`src/rtl/cpu_pkg.sv`:
```
// Datapath-wide constants shared by the ALU decoder and the pipelined adders.
package cpu_pkg;
    localparam int ADDR_W = 32;
    localparam int DATA_W = 32;

    // ALU add/sub opcode bit, also the direct 'sub' control of pipe_add_sub
    localparam logic OP_ADD = 1'b0;
    localparam logic OP_SUB = 1'b1;
endpackage

```
`src/rtl/add_chunk.sv`:
```
// Combinational W-bit adder slice with carry in/out; one per pipeline stage.
module add_chunk #(
    parameter int W = 16
) (
    input  logic         cin,
    input  logic [W-1:0] x,
    input  logic [W-1:0] y,
    output logic [W-1:0] s,
    output logic         cout
);
    assign {cout, s} = {1'b0, x} + {1'b0, y} + {{W{1'b0}}, cin};
endmodule

```
`src/rtl/pipe_add_sub.sv`:
```
// Pipelined WIDTH-bit add/sub: one CHUNK-bit carry-chained slice per stage,
// global-stall valid/ready handshake, carry/overflow/zero flags from the last stage.
module pipe_add_sub
    import cpu_pkg::*;
#(
    parameter int WIDTH  = DATA_W,
    parameter int STAGES = 2
) (
    input  logic             clk,
    input  logic             rst_n,
    input  logic             in_valid,
    output logic             in_ready,
    input  logic [WIDTH-1:0] a,
    input  logic [WIDTH-1:0] b,
    input  logic             sub,
    output logic             out_valid,
    input  logic             out_ready,
    output logic [WIDTH-1:0] sum,
    output logic             carry,
    output logic             overflow,
    output logic             zero
);
    localparam int CHUNK = WIDTH / STAGES;

    if (STAGES < 1 || STAGES > WIDTH) begin : g_bad_stages
        $error("pipe_add_sub: STAGES must be in 1..WIDTH");
    end
    if (WIDTH % STAGES != 0) begin : g_bad_chunk
        $error("pipe_add_sub: WIDTH must be a multiple of STAGES");
    end

    logic             adv;
    logic [WIDTH-1:0] b_eff;

    // The whole pipe moves or holds as one; a full output blocks everything.
    assign adv      = !out_valid || out_ready;
    assign in_ready = adv;
    assign b_eff    = (sub == OP_SUB) ? ~b : b;

    for (genvar k = 0; k < STAGES; k++) begin : g_st
        localparam int LO  = k * CHUNK;
        localparam int REM = WIDTH - LO - CHUNK;

        // oa/ob: operand bits not yet consumed, chunk k in the low CHUNK bits
        logic [WIDTH-LO-1:0] oa, ob;
        logic                ci, vi, co;
        logic [CHUNK-1:0]    cs;
        logic [LO+CHUNK-1:0] s_nxt, s_r;
        logic                c_r, v_r;

        if (k == 0) begin : g_first
            assign oa    = a;
            assign ob    = b_eff;
            assign ci    = sub;
            assign vi    = in_valid;
            assign s_nxt = cs;
        end else begin : g_next
            assign oa    = g_st[k-1].g_skew.ra;
            assign ob    = g_st[k-1].g_skew.rb;
            assign ci    = g_st[k-1].c_r;
            assign vi    = g_st[k-1].v_r;
            assign s_nxt = {cs, g_st[k-1].s_r};
        end

        add_chunk #(.W(CHUNK)) u_add (
            .cin  (ci),
            .x    (oa[CHUNK-1:0]),
            .y    (ob[CHUNK-1:0]),
            .s    (cs),
            .cout (co)
        );

        always_ff @(posedge clk or negedge rst_n) begin
            if (!rst_n) begin
                s_r <= '0;
                c_r <= 1'b0;
                v_r <= 1'b0;
            end else if (adv) begin
                s_r <= s_nxt;
                c_r <= co;
                v_r <= vi;
            end
        end

        if (REM > 0) begin : g_skew
            logic [REM-1:0] ra, rb;
            always_ff @(posedge clk or negedge rst_n) begin
                if (!rst_n) begin
                    ra <= '0;
                    rb <= '0;
                end else if (adv) begin
                    ra <= oa[WIDTH-LO-1:CHUNK];
                    rb <= ob[WIDTH-LO-1:CHUNK];
                end
            end
        end else begin : g_flags
            // Last stage: its chunk holds the operand MSBs, so signed overflow is local.
            logic ovf_r, zero_r;
            always_ff @(posedge clk or negedge rst_n) begin
                if (!rst_n) begin
                    ovf_r  <= 1'b0;
                    zero_r <= 1'b0;
                end else if (adv) begin
                    ovf_r  <= (oa[CHUNK-1] == ob[CHUNK-1]) && (cs[CHUNK-1] != oa[CHUNK-1]);
                    zero_r <= ~|s_nxt;
                end
            end
        end
    end

    assign out_valid = g_st[STAGES-1].v_r;
    assign sum       = g_st[STAGES-1].s_r;
    assign carry     = g_st[STAGES-1].c_r;
    assign overflow  = g_st[STAGES-1].g_flags.ovf_r;
    assign zero      = g_st[STAGES-1].g_flags.zero_r;
endmodule

```
`config.mk`:
```
export PLATFORM = sky130hd
export DESIGN_NAME = pipe_add_sub
export DESIGN_NICKNAME = d
export VERILOG_FILES = /design/src/rtl/cpu_pkg.sv /design/src/rtl/add_chunk.sv /design/src/rtl/pipe_add_sub.sv
export SDC_FILE = /design/constraint.sdc
export NUM_CORES = 1
export LEC_CHECK = 0
export ABC_AREA = 1
export CAP_MARGIN = 0
export CORE_ASPECT_RATIO = 0.8
export CORE_MARGIN = 2
export CORE_UTILIZATION = 47
export DETAILED_ROUTE_END_ITERATION = 8
export PLACE_DENSITY_LB_ADDON = 0.2
export SYNTH_ARGS = -nofsm -noshare
export SYNTH_HDL_FRONTEND = slang
export SYNTH_SLANG_ARGS = --single-unit
```
`constraint.sdc`:
```
create_clock -name clk -period 1.9 [get_ports clk]
set_input_delay 0.19 -clock clk [delete_from_list [all_inputs] [get_ports clk]]
set_output_delay 0.19 -clock clk [all_outputs]
set_load 0.02 [all_outputs]
```
==> impl_summary.txt, run 1 <==
----------------------------------------------------
[Detailed routing]
  Detailed-routing iteration count for the pre-antenna-repair pass ... 5
  Total wirelength of the detailed-routed design ... approximately 14 mm
  DR DRC count ... 0
  Routed via count ... ~5000
  Antenna-violating nets left ... 0
  Iter 0 DRT Violations ... 258
  Post-detailed-route wirelength per cell ... approximately 14 µm
  Vias per inst ... 5.008

[Power and ir drop]
  Lkg Pwr ... roughly 0.0036 µW
  Maximum ir drop on the vdd rail ... 0.5961 mV
  Register share of total power ... between 30% and 40%
  Power dissipated by switching net loads ... 3124 µW
  Power Internal ... between 4000 and 5000 µW
  Clock group share of total power ... between 20% and 30%
  Share of total power in combinational logic ... a little under half
  Sw Share ... roughly two fifths
  Power density of the placed cells ... around 1100 nW/µm²

[Logic synthesis]
  Post-synthesis sequential element count ... 86
  Post-synth EDFFs ... 0
  Synth Cell Area ... between 5000 and 6000 µm²
  Share of the synthesized area in the top cell type ... between 40 and 50%
  Number of cells produced by synthesis ... 706
  Post-synthesis sequential area ratio ... 40.79%
  Total number of yosys warnings ... 0
  Fraction of registers with async set/reset ... 100.0%
  Top_reg_cell synth ... sky130_fd_sc_hd__dfrtp_1
  Post-Synthesis Net Count ... ~800
  Library cell occupying the most area in the post-synthesis netlist ... sky130_fd_sc_hd__dfrtp_1
  Top cells by area in the synthesized netlist ... sky130_fd_sc_hd__dfrtp_1, sky130_fd_sc_hd__nand2_1, sky130_fd_sc_hd__ha_1
  Number of library cell types mapped by synthesis ... 29
  Synthesized area per cell ... ~7.5 µm²

[Floorplanning]
  Die Wd ... about 120 µm
  Standard-cell row count ... 34
  I/O pin cnt ... 106
  Area of the placeable core ... around 11000 µm²
  Starting density of the core ... 48.45%
  Die ar. ... between 10000 and 15000 µm²
  Height of the die ... 98.77 µm

[GRT]
  Global route total overflow ... 0
  Wire length of the first global-routing pass ... 22.79 mm
  Global-route total usage across every layer ... 23.78%
  Maximum number of pins on one net before global-route repair ... 77
  Via count of the first global-routing pass ... 4867
  Initial antenna violation count ... 0

[Clock tree]
  Clock tree from TritonCTS ... yes
  Cts bufs inserted ... 9
  Reg clk slew, reported paths ... around 60 ps
  Htree depth ... 3
  Worst-skew pair later-pin latency ... 340 ps
  CTS sink cnt ... between 80 and 90
  Clock root cell ... sky130_fd_sc_hd__clkbuf_16
  Maximum number of buffers from clock root to sink ... 2

[Worst setup path]
  Type of the worst setup path ... reg -> reg
  Critical path launch point type ... register
  Critical path data required time ... 2180 ps
  Largest fanout on the critical path ... 3
  Arrival @ worst endpoint ... approximately 2500 ps
  Worst setup EP type ... register

[Layout]
  Post-route standard cell area excluding fillers ... about 7300 µm²
  Leading cell types in the layout, fill and taps excluded ... sky130_fd_sc_hd__nand2_1, sky130_fd_sc_hd__clkdlybuf4s50_1, sky130_fd_sc_hd__dfrtp_1
  Most common cell after layout, fill and taps aside ... sky130_fd_sc_hd__nand2_1
  Area grow syn2layout ... 39.10%
  Final Instance Count excl. Fillers ... between 1000 and 1500
  Post-layout nets ... about 950
  ANT cells ... 0
  Layout cell share with drive strength beyond 1 ... 14.94%

[STA]
  Unrepaired setup endpoints after global routing ... yes
  Post-Route Setup TNS ... -830.4 ps
  Max-slew violation total from the final report ... 0
  Tightest slew margin relative to the limit ... roughly 64%
  Post-layout min period ... 2170 ps
  Tcrit/Tclk final ... 114.2%
  Worst Hold Slack ... between 300 and 400 ps
  Clock skew after layout ... about 9.6 ps
  Hold Vio Cnt, Final ... 0
  Number of failing setup endpoints in the final timing report ... 9
  Max frequency ... 460.8 MHz
  Transition at the pin with the smallest max-transition slack ... between 500 and 600 ps
  Fin worst setup slack ... -270.3 ps

[Outcome]
  Failing checks ... setup timing
  Outcome ... complete, but fails checks

[Placed design]
  Final HPWL DP ... roughly 10 mm
  Weighted congestion reported at the end of routability-driven placement ... a little under 0.9
  Worst slack after detailed placement ... -341.2 ps
  Number of port buffers ... ~110
  Area after detailed placement ... 6793 µm²
  Inst Count DP ... 977

[Min path]
  Hold Crit Class ... in -> reg

[Job]
  Max-cap violation count ... 0

----------------------------------------------------
-- cell usage after synthesis, types with 4 or more instances --
| cell | n |
|---|---|
| sky130_fd_sc_hd__inv_1 | 55 |
| sky130_fd_sc_hd__clkbuf_1 | 7 |
| sky130_fd_sc_hd__dfrtp_1 | 86 |
| sky130_fd_sc_hd__o21ai_0 | 45 |
| sky130_fd_sc_hd__a21oi_1 | 25 |
| sky130_fd_sc_hd__nand3b_1 | 6 |
| sky130_fd_sc_hd__nor2_1 | 48 |
| sky130_fd_sc_hd__nor3_1 | 4 |
| sky130_fd_sc_hd__nand3_1 | 29 |
| sky130_fd_sc_hd__nand4_1 | 8 |
| sky130_fd_sc_hd__a31oi_1 | 4 |
| sky130_fd_sc_hd__buf_2 | 15 |
| sky130_fd_sc_hd__xnor2_1 | 21 |
| sky130_fd_sc_hd__nand2_2 | 5 |
| sky130_fd_sc_hd__nand2_1 | 273 |
| sky130_fd_sc_hd__xor2_1 | 20 |
| sky130_fd_sc_hd__ha_1 | 30 |
-- worst paths after layout --
check / startpoint / end / slack (ps) / depth (start not counted)
hold / removal: b[0] / g_st[0].s_r[0]$_DFFE_PN0P_ / 310 / 4
hold reg to reg: g_st[0].v_r$_DFFE_PN0P_ / out_valid$_DFFE_PN0P_ / 450 / 2
max in group asynchronous: rst_n / g_st[0].g_skew.ra[1]$_DFFE_PN0P_ / 880 / 3
setup reg to reg: g_st[0].c_r$_DFFE_PN0P_ / zero$_DFFE_PN0P_ / -270 / 11
min in group asynchronous: rst_n / g_st[0].g_skew.rb[8]$_DFFE_PN0P_ / 370 / 2
setup / recovery: g_st[0].c_r$_DFFE_PN0P_ / zero$_DFFE_PN0P_ / -270 / 11
-- routing by layer --
| layer | global-route usage [%] | wire length, µm | vias up |
|---|---|---|---|
| li1 | - | - | 2532 |
| met1 | 35.00 | 6764 | 2340 |
| met2 | 36.37 | 6291 | 128 |
| met3 | 4.745 | 710 | 13 |
| met4 | 5.305 | 150 | 0 |
| met5 | 0 | 0 | - |
-- worst max-delay path, stage by stage, from the launching register on --
cell                      delay (ps)
sky130_fd_sc_hd__dfrtp_1         400
sky130_fd_sc_hd__fa_2            410
sky130_fd_sc_hd__fa_2            420
sky130_fd_sc_hd__xnor2_2         170
sky130_fd_sc_hd__nand3_1          80
sky130_fd_sc_hd__nor2_1          100
sky130_fd_sc_hd__nand3_1         100
sky130_fd_sc_hd__nor2_2          150
sky130_fd_sc_hd__nand2_1          60
sky130_fd_sc_hd__nor2_1           90
sky130_fd_sc_hd__nand3_1          70
sky130_fd_sc_hd__nand2_1          60
-- power groups by stage --
stage / sequential (µW) / clock (µW) / combinational (µW)
CTS: 2670 / 1670 / 3510
global route: 2750 / 1760 / 4040
global placement: 2680 / 0 / 3350
finish: 2690 / 1640 / 3670
detailed placement: 2700 / 0 / 3410
floorplan: 2970 / 0 / 1640
-- layout make-up --
cell class	instances	area, µm²
Fill cell	924	3551
Multi-Input combinational cell	540	3032
Sequential cell	86	2152
Timing Repair Buffer	157	1483
Clock buffer	9	225.2
Inverter	58	217.7
Tap cell	144	180.2
Clock inverter	7	50.05
-- through the flow --
stage	util (%)	total power [µW]
final	67.39	8002
after detailed placement	62.37	6112
after global routing	67.39	8544
after floorplan	-	4602
after CTS	65.68	7852
after global placement	62.37	6028
-- state kept, by name, summed over array words and instances (netlist names) --
register,cells
g_st.s_r,16
g_st.c_r,1
g_st.g_skew.ra,16
carry,1
out_valid,1
g_st.g_skew.rb,16
sum,32
overflow,1
zero,1
g_st.v_r,1
-- timing repair --
item                                   in CTS  in global routing
setup endpoints to repair                  10                 20
gates resized for setup                    16                 33
buffers inserted                            1                  6
pin swaps                                   5                 10
hold buffers                                1                  0
endpoints found under the hold margin      40                  0
-- kinds of logic after synthesis --
group	count (synthesis)	share of synthesized area (%)
fa+ha+maj	33	8.252
buf+inv	80	6.047
simple gates	383	29.76
xor+xnor	41	6.806
compound gates	83	8.347
flops	86	40.79
No activity file was read; power rests on OpenSTA's default activity.
==> run 2, diff against run 1 <==
SLEW_MARGIN = 20   (was not set)
==> results of run 2 <==
Final layout, timing and power as in run 1 (identical DEF).
